<file path="config.mk">
export PLATFORM = sky130hd
export DESIGN_NAME = button_conditioner
export DESIGN_NICKNAME = d
export VERILOG_FILES = /design/src/rtl/button_conditioner.sv
export SDC_FILE = /design/constraint.sdc
export NUM_CORES = 1
export LEC_CHECK = 0
export CORE_MARGIN = 3
export CORE_UTILIZATION = 50
export DETAILED_ROUTE_END_ITERATION = 16
export GPL_ROUTABILITY_DRIVEN = 0
export PLACE_DENSITY = 0.66
export SLEW_MARGIN = 20
export SYNTH_ARGS = -nofsm -noshare
export SYNTH_HDL_FRONTEND = slang
export SYNTH_SLANG_ARGS = --single-unit
</file>
<file path="constraint.sdc">
create_clock -name clk -period 3.63 [get_ports clk]
set_input_delay 0.363 -clock clk [delete_from_list [all_inputs] [get_ports clk]]
set_output_delay 0.363 -clock clk [all_outputs]
set_load 0.005 [all_outputs]
</file>
<file path="src/rtl/button_conditioner.sv">
`default_nettype none
// ============================================================================
// Module      : button_conditioner
// Description : Five-channel push-button conditioner. Each raw button passes
//               through a two-flop synchronizer and polarity correction, then
//               a per-channel debounce FSM. Accepted presses yield a
//               debounced level plus a one-cycle strobe. Selected channels
//               also auto-repeat the strobe while held.
// Ports       : clk        - system clock
//               reset      - synchronous, active-high reset
//               btn_raw    - asynchronous raw buttons
//                            (0 Set_Clock, 1 MIN, 2 HR, 3 Set_Alarm, 4 Alarm_Off)
//               btn_level  - debounced pressed level, active-high
//               btn_pulse  - single-cycle press / auto-repeat strobe
// Revision    : 1.0 - initial release
// ============================================================================
module button_conditioner #(
    parameter int         DEBOUNCE_CYCLES = 50000,
    parameter int         REPEAT_DELAY    = 2500000,
    parameter int         REPEAT_PERIOD   = 1000000,
    parameter logic [4:0] REPEAT_MASK     = 5'b00110,
    parameter logic       ACTIVE_LOW      = 1'b1
) (
    input  logic       clk,
    input  logic       reset,
    input  logic [4:0] btn_raw,
    output logic [4:0] btn_level,
    output logic [4:0] btn_pulse
);

    localparam int c_num_ch  = 5;
    localparam int c_max_ab  = (DEBOUNCE_CYCLES > REPEAT_DELAY) ? DEBOUNCE_CYCLES : REPEAT_DELAY;
    localparam int c_max_cnt = (c_max_ab > REPEAT_PERIOD) ? c_max_ab : REPEAT_PERIOD;
    // Counters only ever need to hold (parameter - 1).
    localparam int c_cnt_w   = (c_max_cnt < 2) ? 1 : $clog2(c_max_cnt);

    localparam logic [c_cnt_w-1:0] c_db_last  = c_cnt_w'(DEBOUNCE_CYCLES - 1);
    localparam logic [c_cnt_w-1:0] c_rd_last  = c_cnt_w'(REPEAT_DELAY - 1);
    localparam logic [c_cnt_w-1:0] c_rp_last  = c_cnt_w'(REPEAT_PERIOD - 1);
    localparam logic [4:0]         c_released = {c_num_ch{ACTIVE_LOW}};

    typedef enum logic [1:0] {
        S_RELEASED    = 2'd0,
        S_PRESS_CHK   = 2'd1,
        S_PRESSED     = 2'd2,
        S_RELEASE_CHK = 2'd3
    } state_t;

    // Saturating increment: a counter parked at all-ones stays there.
    function automatic logic [c_cnt_w-1:0] sat_inc(input logic [c_cnt_w-1:0] v);
        return (&v) ? v : v + 1'b1;
    endfunction

    logic [4:0] r_sync1;
    logic [4:0] r_sync2;
    logic [4:0] w_pressed;

    always_ff @(posedge clk) begin
        if (reset) begin
            r_sync1 <= c_released;
            r_sync2 <= c_released;
        end else begin
            r_sync1 <= btn_raw;
            r_sync2 <= r_sync1;
        end
    end

    assign w_pressed = ACTIVE_LOW ? ~r_sync2 : r_sync2;

    for (genvar gi = 0; gi < c_num_ch; gi++) begin : g_ch
        localparam logic c_rep_en = REPEAT_MASK[gi];

        state_t             r_state;
        state_t             w_state_nxt;
        logic [c_cnt_w-1:0] r_deb_cnt;
        logic [c_cnt_w-1:0] w_deb_cnt_nxt;
        logic [c_cnt_w-1:0] r_rep_cnt;
        logic [c_cnt_w-1:0] w_rep_cnt_nxt;
        logic               r_rep_phase;      // 0: waiting initial delay, 1: periodic
        logic               w_rep_phase_nxt;
        logic               r_pulse;
        logic               w_pulse_nxt;
        logic               w_in;

        assign w_in = w_pressed[gi];

        always_ff @(posedge clk) begin
            if (reset) begin
                r_state     <= S_RELEASED;
                r_deb_cnt   <= '0;
                r_rep_cnt   <= '0;
                r_rep_phase <= 1'b0;
                r_pulse     <= 1'b0;
            end else begin
                r_state     <= w_state_nxt;
                r_deb_cnt   <= w_deb_cnt_nxt;
                r_rep_cnt   <= w_rep_cnt_nxt;
                r_rep_phase <= w_rep_phase_nxt;
                r_pulse     <= w_pulse_nxt;
            end
        end

        always_comb begin
            w_state_nxt     = r_state;
            w_deb_cnt_nxt   = r_deb_cnt;
            w_rep_cnt_nxt   = r_rep_cnt;
            w_rep_phase_nxt = r_rep_phase;
            w_pulse_nxt     = 1'b0;

            case (r_state)
                S_RELEASED: begin
                    if (w_in) begin
                        w_state_nxt   = S_PRESS_CHK;
                        w_deb_cnt_nxt = '0;
                    end
                end
                S_PRESS_CHK: begin
                    if (!w_in) begin
                        w_state_nxt   = S_RELEASED;
                        w_deb_cnt_nxt = '0;
                    end else if (r_deb_cnt == c_db_last) begin
                        w_state_nxt     = S_PRESSED;
                        w_deb_cnt_nxt   = '0;
                        w_pulse_nxt     = 1'b1;
                        w_rep_cnt_nxt   = '0;
                        w_rep_phase_nxt = 1'b0;
                    end else begin
                        w_deb_cnt_nxt = sat_inc(r_deb_cnt);
                    end
                end
                S_PRESSED: begin
                    if (!w_in) begin
                        w_state_nxt   = S_RELEASE_CHK;
                        w_deb_cnt_nxt = '0;
                    end
                end
                S_RELEASE_CHK: begin
                    if (w_in) begin
                        // Bounce on release: resume hold, repeat timer untouched.
                        w_state_nxt   = S_PRESSED;
                        w_deb_cnt_nxt = '0;
                    end else if (r_deb_cnt == c_db_last) begin
                        w_state_nxt   = S_RELEASED;
                        w_deb_cnt_nxt = '0;
                    end else begin
                        w_deb_cnt_nxt = sat_inc(r_deb_cnt);
                    end
                end
                default: begin
                    w_state_nxt   = S_RELEASED;
                    w_deb_cnt_nxt = '0;
                end
            endcase

            // Auto-repeat runs through PRESSED and RELEASE_CHK, but never on
            // the edge that completes a release.
            if (c_rep_en && (r_state == S_PRESSED || r_state == S_RELEASE_CHK)
                && (w_state_nxt != S_RELEASED)) begin
                if (r_rep_cnt == (r_rep_phase ? c_rp_last : c_rd_last)) begin
                    w_pulse_nxt     = 1'b1;
                    w_rep_cnt_nxt   = '0;
                    w_rep_phase_nxt = 1'b1;
                end else begin
                    w_rep_cnt_nxt = sat_inc(r_rep_cnt);
                end
            end

            if (w_state_nxt == S_RELEASED) begin
                w_rep_cnt_nxt   = '0;
                w_rep_phase_nxt = 1'b0;
            end
        end

        assign btn_level[gi] = (r_state == S_PRESSED) || (r_state == S_RELEASE_CHK);
        assign btn_pulse[gi] = r_pulse;
    end

endmodule
`default_nettype wire

</file>
==> flow_summary.toml <==
[critical_path]
cp-start-kind = "flip-flop"
endpoint_kind = "flip-flop"
required_ps = 3980
worstPathMaxFanout = 13
critPathBufInv = 0
critPathMaxStageDelay_ps = 600
cp_top_family = "simple AND/OR/NAND/NOR gates"
critPathKind = "flip-flop to flip-flop"
critPathArrivalTime_ps = 3450
cp_cell_sequence = "ha_1 -> or4b_1 -> nor3_2 -> a21o_1 -> nand3_1 -> or4_1 -> a21oi_1"
cpMaxStageDelayCell = "or4_1"

[die]
fp.dieH_um = 146
io_pins = 17
num_rows = 50
start_util_pct = 51.7
core-area_um2 = 19000
die_area_um2 = 21300
die_w_um = 146

[timing]
rsz0062_at_grt = "no"
finalCriticalPeriod_ps = 3100
worst_slew_pin_slew_ps = 1000
fin_crit_sh_pct = 85.4
setup_tns_ps = 0
finalSetupViolCount = 0
fmax_mhz = 323
fin_skew_ps = 9.29
drv_slew = 0
max-slew-margin-rel_pct = 32.8
finalHoldViolations = 0
worst_hold_slack_ps = 390

[synth]
async_flop_share_pct = 0
yosysUniqueCellTypes = 78
synth_top_area_cell = "dfxtp_1"
synth.most_common_cell = "dfxtp_1"
yosysWarnings = 0
yosys-top-cells-area = "dfxtp_1 (37%), a21oi_1 (5.8%), nand3_1 (3.8%)"
ys_top_cells_by_count = "dfxtp_1 (181), a21oi_1 (113), nor2_1 (98), nand2_1 (92), nand3_1 (74)"
netlist_area_um2 = 9810
syn_area_per_cell_um2 = 7.92
synth_seq_area_share_pct = 37.0
synth.top_cell.area_share_pct = 37.0
syn_inst = 1238
synth-edff-count = 0
synth-main-ff-cell = "dfxtp_1"
yosys_register_bits = 181
syn_nets = 1252

[route]
vias = 9225
detail_route.vias_per_cell = 6.23
wl_per_cell_um = 15.6
ant_nets = 0
wl_mm = 23.0
drt_iter0_markers = 512
first_pass_iters = 5
drc = 0

[clock_network]
cts.sinks = 181
cts.path.max_buffers = 2
cts_tree = "yes"
cts_setup_buffers = 0
path_clk_slew_ps = 60
cts_buffers = 17
htreeDepth = 4
clk_latency_ps = 420
cts_hold_buf = 0
clockRootBuffer = "clkbuf_16"
cts_resized = 0

[final_layout]
antenna_cells = 0
finish.instance_area_um2 = 10600
fin_nets = 1221
area_growth_pct = 8.59
final_cell_count_no_fill = 1480
drive_gt1_share_pct = 7.30

[power]
ir_drop_mv = 0.333
power_density_nw_per_um2 = 374
power.leakage_nw = 3.13

[placed_design]
dp.cells = 1448
placement.cell_area_um2 = 10000
dp_hpwl_mm = 15.2
portBuffers = 16

[global_route]
grt_pass1_wl_mm = 39.5
antenna_found_initial = 0
grt_max_degree = 50
gr-usage-all-layers_pct = 21.2
grt_overflow = 0
first_global_vias = 8109

[status]
status = "finished, final reports clean"

[run]
cap_violations = 0

[worst_hold_path]
hold_class = "primary input to flip-flop"
[where the power goes]
group          internal [W]  switching (W)  leakage [nW]  total (W)
Sequential          0.00199     0.00000882          1.46    0.00200
Clock               0.00110       0.000762         0.296    0.00187
Combinational     0.0000311      0.0000819          1.37   0.000113
Total               0.00313       0.000853          3.13    0.00398
[routing by layer]
metal  GRT usage (%)  wire, µm
met5               0         0
met4            4.47       140
met3            3.85       814
met2            32.7     10300
met1            31.1     11800
[flip-flops by register name (all words and copies together) (netlist names), named ones only]
name	count
g_ch.r_rep_phase	2
r_sync2	5
g_ch.r_deb_cnt	110
g_ch.r_rep_cnt	44
g_ch.r_state	7
g_ch.r_pulse	5
r_sync1	5
[cells by family (layout without fill, tap and decap cells)]
family,Yosys count,in the layout,synth area share [%]
fa+ha+maj,7,7,0.893
mux,4,4,0.408
simple gates,570,570,32.4
flops,181,181,37.0
xor+xnor,22,22,1.97
buf+inv,103,85,4.47
compound gates,351,351,22.9
[cell type report]
type / count / area [µm²]
clock buffer: 24 / 502
clock inverter: 8 / 96.3
fill: 1743 / 8310
inverter: 23 / 86.3
multi-input combinational: 954 / 5750
sequential: 181 / 3620
tap: 260 / 325
timing repair buffer: 30 / 263
[layout by cell type, fill, tap and decap left out, drive strengths merged, types with 23 or more instances in the layout]
cell type / netlist / routed
a21oi: 113 / 113
nor2: 98 / 98
clkbuf: 63 / 24
dfxtp: 181 / 181
nand2: 93 / 93
nor4: 23 / 23
a311oi: 35 / 35
and3: 30 / 30
nand3: 75 / 75
or2: 25 / 25
or4: 37 / 37
a31oi: 31 / 31
nor3: 44 / 44
or3: 26 / 26
inv: 23 / 23
o21ai: 73 / 73
o31ai: 26 / 26
nand4: 40 / 40
[worst paths after layout]
check                                    start                            endpoint  slack [ps]  depth (start not counted)
min                                      reset       g_ch[2].r_state[1]$_SDFF_PP0_         390                          2
min reg2reg              r_sync1[0]$_SDFF_PP1_               r_sync2[0]$_SDFF_PP1_         410                          1
max reg2reg  g_ch[1].r_deb_cnt[0]$_SDFFE_PP0P_  g_ch[1].r_rep_cnt[21]$_SDFFE_PP0P_         530                          7
max          g_ch[1].r_deb_cnt[0]$_SDFFE_PP0P_  g_ch[1].r_rep_cnt[21]$_SDFFE_PP0P_         530                          7
[per-stage QoR]
stage	utilization, %	setup WS (ps)	total power [W]
detailed placement	53.0	630	0.00216
CTS	56.2	570	0.00403
global route	56.2	322	0.00413
floorplan	-	1090	0.00213
global placement	53.0	702	0.00216
finish	56.2	532	0.00398
Power figures use the tool's default switching activity.
